### config.mk
export PLATFORM = sky130hd
export DESIGN_NAME = nx_fifo_ctrl_wm
export DESIGN_NICKNAME = d
export VERILOG_FILES = /design/src/rtl/nx_fifo_ctrl_wm.sv
export SDC_FILE = /design/constraint.sdc
export NUM_CORES = 1
export LEC_CHECK = 0
export BUFFER_PORTS_ARGS = -buffer_cell sky130_fd_sc_hd__buf_2
export CORE_ASPECT_RATIO = 0.75
export CORE_UTILIZATION = 33
export CTS_BUF_LIST = sky130_fd_sc_hd__clkbuf_8
export DETAILED_ROUTE_END_ITERATION = 8
export PLACE_DENSITY = 0.68
export SLEW_MARGIN = 20
export SYNTH_ARGS = -nofsm -noshare
export SYNTH_HDL_FRONTEND = slang
export SYNTH_SLANG_ARGS = --single-unit
### constraint.sdc
create_clock -name clk -period 3.2 [get_ports clk]
set_clock_uncertainty 0.15 [all_clocks]
set_input_delay 0.48 -clock clk [delete_from_list [all_inputs] [get_ports clk]]
set_output_delay 0.48 -clock clk [all_outputs]
set_load 0.05 [all_outputs]
### src/rtl/nx_fifo_ctrl_wm.sv
// rtl/nx_fifo_ctrl_wm.sv - parametrised FIFO pointer/occupancy controller with watermarks
//
// Purpose: generates read/write addresses for an external RAM of any DEPTH >= 2,
// tracks occupancy, and reports registered status flags, a high-water mark and
// sticky overflow/underflow errors.
//
// Ports:
//   clk, rst             clock, synchronous active-high reset
//   clear                synchronous flush (hwm and sticky flags retained)
//   wen, ren             write / read requests
//   err_clr, hwm_clr     clear sticky errors / clear high-water mark
//   wptr, rptr           RAM write / read addresses
//   used_slots           current occupancy
//   free_slots           DEPTH - used_slots
//   empty, full          occupancy == 0 / == DEPTH
//   almost_empty         used_slots <= AEMPTY_THRESH
//   almost_full          used_slots >= AFULL_THRESH
//   overflow, underflow  combinational pulses: rejected write / rejected read
//   ovf_sticky, unf_sticky  latched error flags
//   hwm                  highest occupancy since rst/hwm_clr
module nx_fifo_ctrl_wm #(
  parameter int DEPTH         = 4,
  parameter int AFULL_THRESH  = DEPTH - 1,
  parameter int AEMPTY_THRESH = 1,
  localparam int AW           = $clog2(DEPTH),
  localparam int CW           = $clog2(DEPTH + 1)
) (
  input  logic          clk,
  input  logic          rst,
  input  logic          clear,
  input  logic          wen,
  input  logic          ren,
  input  logic          err_clr,
  input  logic          hwm_clr,
  output logic [AW-1:0] wptr,
  output logic [AW-1:0] rptr,
  output logic [CW-1:0] used_slots,
  output logic [CW-1:0] free_slots,
  output logic          empty,
  output logic          full,
  output logic          almost_empty,
  output logic          almost_full,
  output logic          overflow,
  output logic          underflow,
  output logic          ovf_sticky,
  output logic          unf_sticky,
  output logic [CW-1:0] hwm
);

  localparam logic [CW-1:0] DEPTH_C  = CW'(DEPTH);
  localparam logic [CW-1:0] AFULL_C  = CW'(AFULL_THRESH);
  localparam logic [CW-1:0] AEMPTY_C = CW'(AEMPTY_THRESH);
  localparam logic [AW-1:0] LAST_PTR = AW'(DEPTH - 1);

  // Explicit wrap so non-power-of-two depths address only 0..DEPTH-1.
  function automatic logic [AW-1:0] ptr_inc(input logic [AW-1:0] p);
    return (p == LAST_PTR) ? '0 : p + 1'b1;
  endfunction

  logic          wr_acc;
  logic          rd_acc;
  logic [CW-1:0] used_next;
  logic [AW-1:0] wptr_next;
  logic [AW-1:0] rptr_next;
  logic          ovf_next;
  logic          unf_next;
  logic [CW-1:0] hwm_next;

  always_comb begin
    // Acceptance uses the registered flags, so a write at full is dropped
    // even when a read frees a slot in the same cycle.
    wr_acc    = wen & ~full;
    rd_acc    = ren & ~empty;
    overflow  = wen & full;
    underflow = ren & empty;
    used_next = used_slots;
    wptr_next = wptr;
    rptr_next = rptr;
    ovf_next  = ovf_sticky;
    unf_next  = unf_sticky;

    if (clear) begin
      // Flush: error pulses in a clear cycle do not latch.
      used_next = '0;
      wptr_next = '0;
      rptr_next = '0;
      ovf_next  = err_clr ? 1'b0 : ovf_sticky;
      unf_next  = err_clr ? 1'b0 : unf_sticky;
    end else begin
      if (wr_acc) wptr_next = ptr_inc(wptr);
      if (rd_acc) rptr_next = ptr_inc(rptr);
      case ({wr_acc, rd_acc})
        2'b10:   used_next = used_slots + 1'b1;
        2'b01:   used_next = used_slots - 1'b1;
        default: used_next = used_slots;
      endcase
      ovf_next = err_clr ? 1'b0 : (ovf_sticky | overflow);
      unf_next = err_clr ? 1'b0 : (unf_sticky | underflow);
    end

    hwm_next = hwm_clr ? used_next : ((used_next > hwm) ? used_next : hwm);
  end

  // All status is derived from used_next so flags and count change together.
  always_ff @(posedge clk) begin
    if (rst) begin
      wptr         <= '0;
      rptr         <= '0;
      used_slots   <= '0;
      free_slots   <= DEPTH_C;
      empty        <= 1'b1;
      full         <= 1'b0;
      almost_empty <= 1'b1;
      almost_full  <= 1'b0;
      ovf_sticky   <= 1'b0;
      unf_sticky   <= 1'b0;
      hwm          <= '0;
    end else begin
      wptr         <= wptr_next;
      rptr         <= rptr_next;
      used_slots   <= used_next;
      free_slots   <= DEPTH_C - used_next;
      empty        <= (used_next == '0);
      full         <= (used_next == DEPTH_C);
      almost_empty <= (used_next <= AEMPTY_C);
      almost_full  <= (used_next >= AFULL_C);
      ovf_sticky   <= ovf_next;
      unf_sticky   <= unf_next;
      hwm          <= hwm_next;
    end
  end

`ifndef SYNTHESIS
  for (genvar i = 0; i <= DEPTH; i++) begin : g_cov_used
    cover property (@(posedge clk) used_slots == CW'(i));
  end
`endif

endmodule

# Yosys cells after proc, flatten, opt, wreduce, memory -nomap -nowiden
# Index checks and enable logic that the tools add are counted.
# op_classes
n_reduce_logical,3
muxes,11
n_bitwise,8
div_mod_pow,0
shift,0
n_lt_le_gt_ge,3
n_addsub,5
n_eq_ne,6
multipliers,0
# op_table
op,n
3-bit 2-to-1 mux,3
"2-bit == test, second input constant",3
3-bit case mux with 2 select lines,1
1-bit 2-to-1 mux,5
"2-bit by 1-bit adder with 2-bit output, second input constant",2
1-bit AND,4
2-bit 2-to-1 mux,2
"3-bit by 1-bit adder with 3-bit output, second input constant",1
"3-bit == test, second input constant",1
"3-bit by 2-bit >= comparator with 1-bit output, second input constant",1
3-bit > comparator,1
"3-bit by 1-bit less-or-equal comparator with 1-bit output, second input constant",1
3-bit zero test,1
"3-bit by 1-bit subtractor with 3-bit output, second input constant",1
"3-bit subtractor, first input constant",1
"2-bit by 1-bit == test with 1-bit output, second input constant",1
"2-bit by 1-bit inequality test with 1-bit output, second input constant",1
1-bit inverter,2
1-bit bitwise OR,2
2-bit nonzero test,1
2-bit OR reduction,1
# word_totals
reg_bits,19
word_cells,47
memories,0
latch_bits,0
mem_bits_ro,0
input_bits,7
output_inout_bits,21
mem_bits_rw,0

# Longest topological paths before layout
# depth
ltp_word,8
mapped_depth,12
depth_no_buf,12

# Worst setup path before layout
# OpenSTA, ideal clock, no wires.
# synth_timing
path_kind,flip-flop to flip-flop
from,register empty
to,register hwm[0]
period_less_slack_ns,3.389
t_required_ns,2.927
arrival_time_ns,3.115
stages_incl_launch_ff,13
slack_ns,-0.189
setup_time_ns,0.123
path_buffers,0
path_cell_list,dfxtp_1 > nor2b_1 > ha_1 > fa_1 > mux2i_1 > or2_1 > inv_1 > ha_1 > nor2b_1 > o21ai_1 > a31oi_1 > nor3_1 > mux2_1
# synth_between
elab_chain_cells,7
word_cells_on_any_way,10
classes_between,order compare (1); eq/ne (2); mux (4); bitwise (2); reduce/logical (1)
# synth_lines
item,line,rtl
from (decl),39,"output logic empty,"
from (signal assigned),123,empty <= (used_next == '0);
1-bit inverter *,73,rd_acc = ren & ~empty;
1-bit AND *,73,
named net rd_acc,61,logic rd_acc;
2-bit by 1-bit == test with 1-bit output or 2-bit == test (tied branches),92,"case ({wr_acc, rd_acc})"
3-bit case mux with 2 select lines *,92,
3-bit 2-to-1 mux *,82,if (clear) begin
3-bit > comparator or 3-bit 2-to-1 mux (tied branches),101,hwm_next = hwm_clr ? used_next : ((used_next > hwm) ? used_next : hwm);
2-bit nonzero test (no source line) or 3-bit 2-to-1 mux (tied branches),-,
to (signal assigned),129,hwm <= hwm_next;
to (decl),47,output logic [CW-1:0] hwm
# The timed path passes the listed nets; every way through them passes the cells marked *. The select of a mux whose other input is x is not followed.
# A chain may end at the register's enable or synchronous reset.

# Worst setup path in the final report
# layout_timing
from,input port ren
to,register hwm[1]
# layout_between
elab_chain_cells,6
word_cells_on_any_way,9
classes_between,order compare (1); eq/ne (2); mux (4); bitwise (1); reduce/logical (1)
# layout_lines
item,line,rtl
from (decl),32,"input logic ren,"
1-bit AND *,73,
named net rd_acc,61,
2-bit by 1-bit == test with 1-bit output or 2-bit == test (tied branches),92,
3-bit case mux with 2 select lines *,92,
3-bit 2-to-1 mux *,82,
3-bit 2-to-1 mux,101,
3-bit 2-to-1 mux *,101,
named net hwm_next[1],67,logic [CW-1:0] hwm_next;
# Marked as above.

==> summary.md <==
| Metric | Value |
|---|---|
| Power, Total | 567 uW |
| Met3 capacity usage during global routing | 0.0625 |
| Num rows | 15 |
| Worst Setup SP | ren |
| Final nets | 140 |
| Startpoint type of the worst setup path | primary input |
| Vias per cell | 4.52 |
| Clock tree from TritonCTS | built |
| Number of slew-limit violations in the final report | 0 |
| Count of unique library cells instantiated by Yosys | 25 |
| Area growth from synthesis to final layout | 37.4% |
| Crit path largest cell delay | ~0.49 ns |
| Detail-routed net length per standard cell | 11.1 um |
| Worst R2R Start | full |
| Post-detailed-placement half-perimeter wirelength | around 1200 um |
| Starting density of the core | 0.359 |
| Post-Syn Area | about 850 um2 |
| Post-route minimum period | about 3.1 ns |
| FMAX | approximately 320 MHz |
| Chip width | 60.6 um |
| Max capacitance violation total | 0 |
| CP top delay family | adder cells |
| Critical Path End Type | flop |
| Area fraction of the dominant cell type after synthesis | 0.424 |
| Routed vias | 705 |
| Cell leakage power | about 0.56 nW |
| Max Fanout on Critical Path | 2 |
| Critical setup path kind | primary input to flop |
| Aggregate global-route resource usage | 0.146 |
| Library cell contributing the largest single delay on the critical path | sky130_fd_sc_hd__fa_1 |
| Vias in the first global route | a little over 600 |
| RD Place Congestion | about 0.71 |
| TritonCTS buffer count | 3 |
| Average size of a mapped cell | roughly 9.8 um2 |
| Area of the core | roughly 0.0024 mm2 |
| Pre-antenna DRT Iters | 1 |
| Highest-utilization routing layer at the global route stage | met2 |
| GRT overflow | 0 |
| Number of buffers added to fix hold violations after cts | 0 |
| Count of synthesis-stage warnings from yosys | 0 |
| Gate count of the mapped netlist | 87 |
| GRT met1 Usage | 0.180 |
| Largest net degree at the start of global routing | 13 |
| Critical path data required time | between 3 and 4 ns |
| Clock insertion delay at the later pin of the skew report | between 0.2 and 0.3 ns |
| Cells along the critical path | buf_2, nor2b_2, ha_2, fa_1, mux2i_2, or2_1, inv_2, ha_4, nor2b_1, o21ai_2, a31oi_1, nor3_2, mux2_4 |
| Register area share after synthesis | 0.424 |
| IR drop worst, VDD | ~0.26 mV |
| Initial drt markers | 0 |
| Detailed Route WL | approximately 1700 um |
| Number of ports placed on the die boundary | 28 |
| Most used cells in the layout excluding fill and tap cells | sky130_fd_sc_hd__buf_2 (27), sky130_fd_sc_hd__dfxtp_1 (16), sky130_fd_sc_hd__nor2_1 (9) |
| Layout fillers | ~230 |
| Ratio of cells with drive above 1 in the final layout | 0.418 |
| Cell accounting for the most synthesized area | sky130_fd_sc_hd__dfxtp_1 |
| Final setup violation count | 0 |
| Wire length of the first global-routing pass | around 2800 um |
| Slew @ Worst Pin | roughly 0.29 ns |
| Data arrival, critical path | ~3.1 ns |
| Port Buf Inserts | 27 |
| Commonest non-fill, non-tap cell in the layout | sky130_fd_sc_hd__buf_2 |
| Height of the die | 45.9 um |
| Dominant cells by area after synthesis | sky130_fd_sc_hd__dfxtp_1 (42%), sky130_fd_sc_hd__ha_1 (13%), sky130_fd_sc_hd__mux2i_1 (4.7%), sky130_fd_sc_hd__nor2_1 (4.0%), sky130_fd_sc_hd__a21oi_1 (2.9%) |
| Headroom to the max-slew limit | 0.806 |
| Number of sinks on the clock net | 18 |
| Clock edge transition at the registers on the reported setup and hold paths | roughly 0.070 ns |
| Final period utilization | 0.964 |
| Diodes inserted | 0 |
| Unrepaired setup endpoints after global routing | false |
| Post-route ant nets | 0 |
| Power density over the cells | ~490 mW/mm2 |
| Syn nets | around 100 |
| Number of buffer and inverter stages on the critical path | 2 |
| Outcome | complete, no violations |
| Number of synthesized register bits | 18 |
| Antenna violations before repair | 0 |
| Count of unresolved DRC violations after routing | 0 |
| Source of the worst hold timing path | err_clr |
| Clk root buf | sky130_fd_sc_hd__clkbuf_8 |
| H-tree lvl count | 1 |
| Maximum clock insertion buffer count | 2 |
| Core Util, Final | 0.494 |
| Path type of the worst min-delay path | primary input to flop |
| Final Hold Fails | 0 |
| Total die area | 0.00278 mm2 |
| Met2 Usage GRT | 0.215 |
[where the power goes]
group	switching [mW]	total, mW	leakage, nW	internal, mW
Clock	0.0772	0.187	0.0288	0.109
Combinational	0.0897	0.139	0.382	0.0494
Sequential	0.00679	0.242	0.147	0.235
Total	0.174	0.567	0.557	0.394
[final timing paths]
check,endpoint,slack [ns],depth (start not counted)
worst min register to register,hwm[2],0.36,2
worst max-delay path,hwm[1],0.11,13
worst min-delay path,ovf_sticky,0.24,2
worst max register to register,hwm[1],0.15,12
[area by class of cell]
type                       count  area [um2]  share of cell area
inverter                       5        18.8              0.0161
multi-input combinational     61         500               0.429
clock buffer                   4        55.1              0.0472
timing repair buffer          34         188               0.161
tap                           34        42.5              0.0364
sequential                    18         363               0.311
[Yosys cell counts]
cell	count
sky130_fd_sc_hd__or4_1	1
sky130_fd_sc_hd__and2_1	3
sky130_fd_sc_hd__or3_1	1
sky130_fd_sc_hd__nand2b_1	4
sky130_fd_sc_hd__or2_1	3
sky130_fd_sc_hd__inv_1	5
sky130_fd_sc_hd__a211oi_2	1
sky130_fd_sc_hd__nor2_1	9
sky130_fd_sc_hd__dfxtp_1	18
sky130_fd_sc_hd__nor2b_1	4
sky130_fd_sc_hd__mux2i_1	4
sky130_fd_sc_hd__a21oi_1	5
sky130_fd_sc_hd__ha_1	9
sky130_fd_sc_hd__fa_1	1
sky130_fd_sc_hd__buf_4	1
sky130_fd_sc_hd__o21ai_1	2
sky130_fd_sc_hd__nand2_1	1
sky130_fd_sc_hd__nor3_1	4
sky130_fd_sc_hd__xnor2_1	1
sky130_fd_sc_hd__clkbuf_1	2
sky130_fd_sc_hd__xor2_1	1
sky130_fd_sc_hd__a21o_1	3
sky130_fd_sc_hd__o211ai_1	1
sky130_fd_sc_hd__a31oi_1	1
sky130_fd_sc_hd__mux2_1	2
[worst register-to-register path, cell delays in order (launching register included)]
cell and delay (ns):
sky130_fd_sc_hd__dfxtp_2 0.32, sky130_fd_sc_hd__nand2b_4 0.14, sky130_fd_sc_hd__ha_2 0.18, sky130_fd_sc_hd__fa_1 0.49, sky130_fd_sc_hd__mux2i_2 0.08, sky130_fd_sc_hd__or2_1 0.27, sky130_fd_sc_hd__inv_2 0.09, sky130_fd_sc_hd__ha_4 0.19
sky130_fd_sc_hd__nor2b_1 0.13, sky130_fd_sc_hd__o21ai_2 0.18, sky130_fd_sc_hd__a31oi_1 0.12, sky130_fd_sc_hd__nor3_2 0.28, sky130_fd_sc_hd__mux2_4 0.33
[state kept, by name, indices dropped and copies added (netlist names)]
signal	cells
almost_full	1
wptr	2
unf_sticky	1
rptr	2
free_slots	2
full	1
ovf_sticky	1
almost_empty	1
hwm	3
used_slots	3
empty	1
[timing repair]
item / in CTS / in global routing
gates resized for setup: 0 / 9
setup endpoints to repair: 0 / 2
setup buffers: 0 / 2
[per-layer routing]
metal | vias to the layer above | wire length [um]
li1 | 361 | -
met2 | 17 | 746
met5 | - | 0
met1 | 322 | 843
met3 | 5 | 104
met4 | 0 | 33
[stage by stage]
step,cell area [um2],hold slack [ns],std cells,setup WS [ns],setup TNS (ns)
CTS,1110,0.235,154,0.108,0
floorplan,857,0.409,87,0.0201,0
finish,1170,0.243,156,0.114,0
detailed placement,1060,0.350,150,-0.0783,-0.151
global placement,1060,0.333,150,-0.0411,-0.0811
global route,1170,0.238,156,0.00537,0
[kinds of logic (layout without fill, tap and decap cells)]
| group | count (synthesis) | in the layout | synth area share |
|---|---|---|---|
| flops | 18 | 18 | 0.424 |
| mux | 6 | 6 | 0.0736 |
| buf+inv | 8 | 43 | 0.0398 |
| xor+xnor | 2 | 2 | 0.0206 |
| compound gates | 13 | 13 | 0.0987 |
| simple gates | 30 | 30 | 0.187 |
| fa+ha+maj | 10 | 10 | 0.156 |
(Power assumes the default switching activity.)
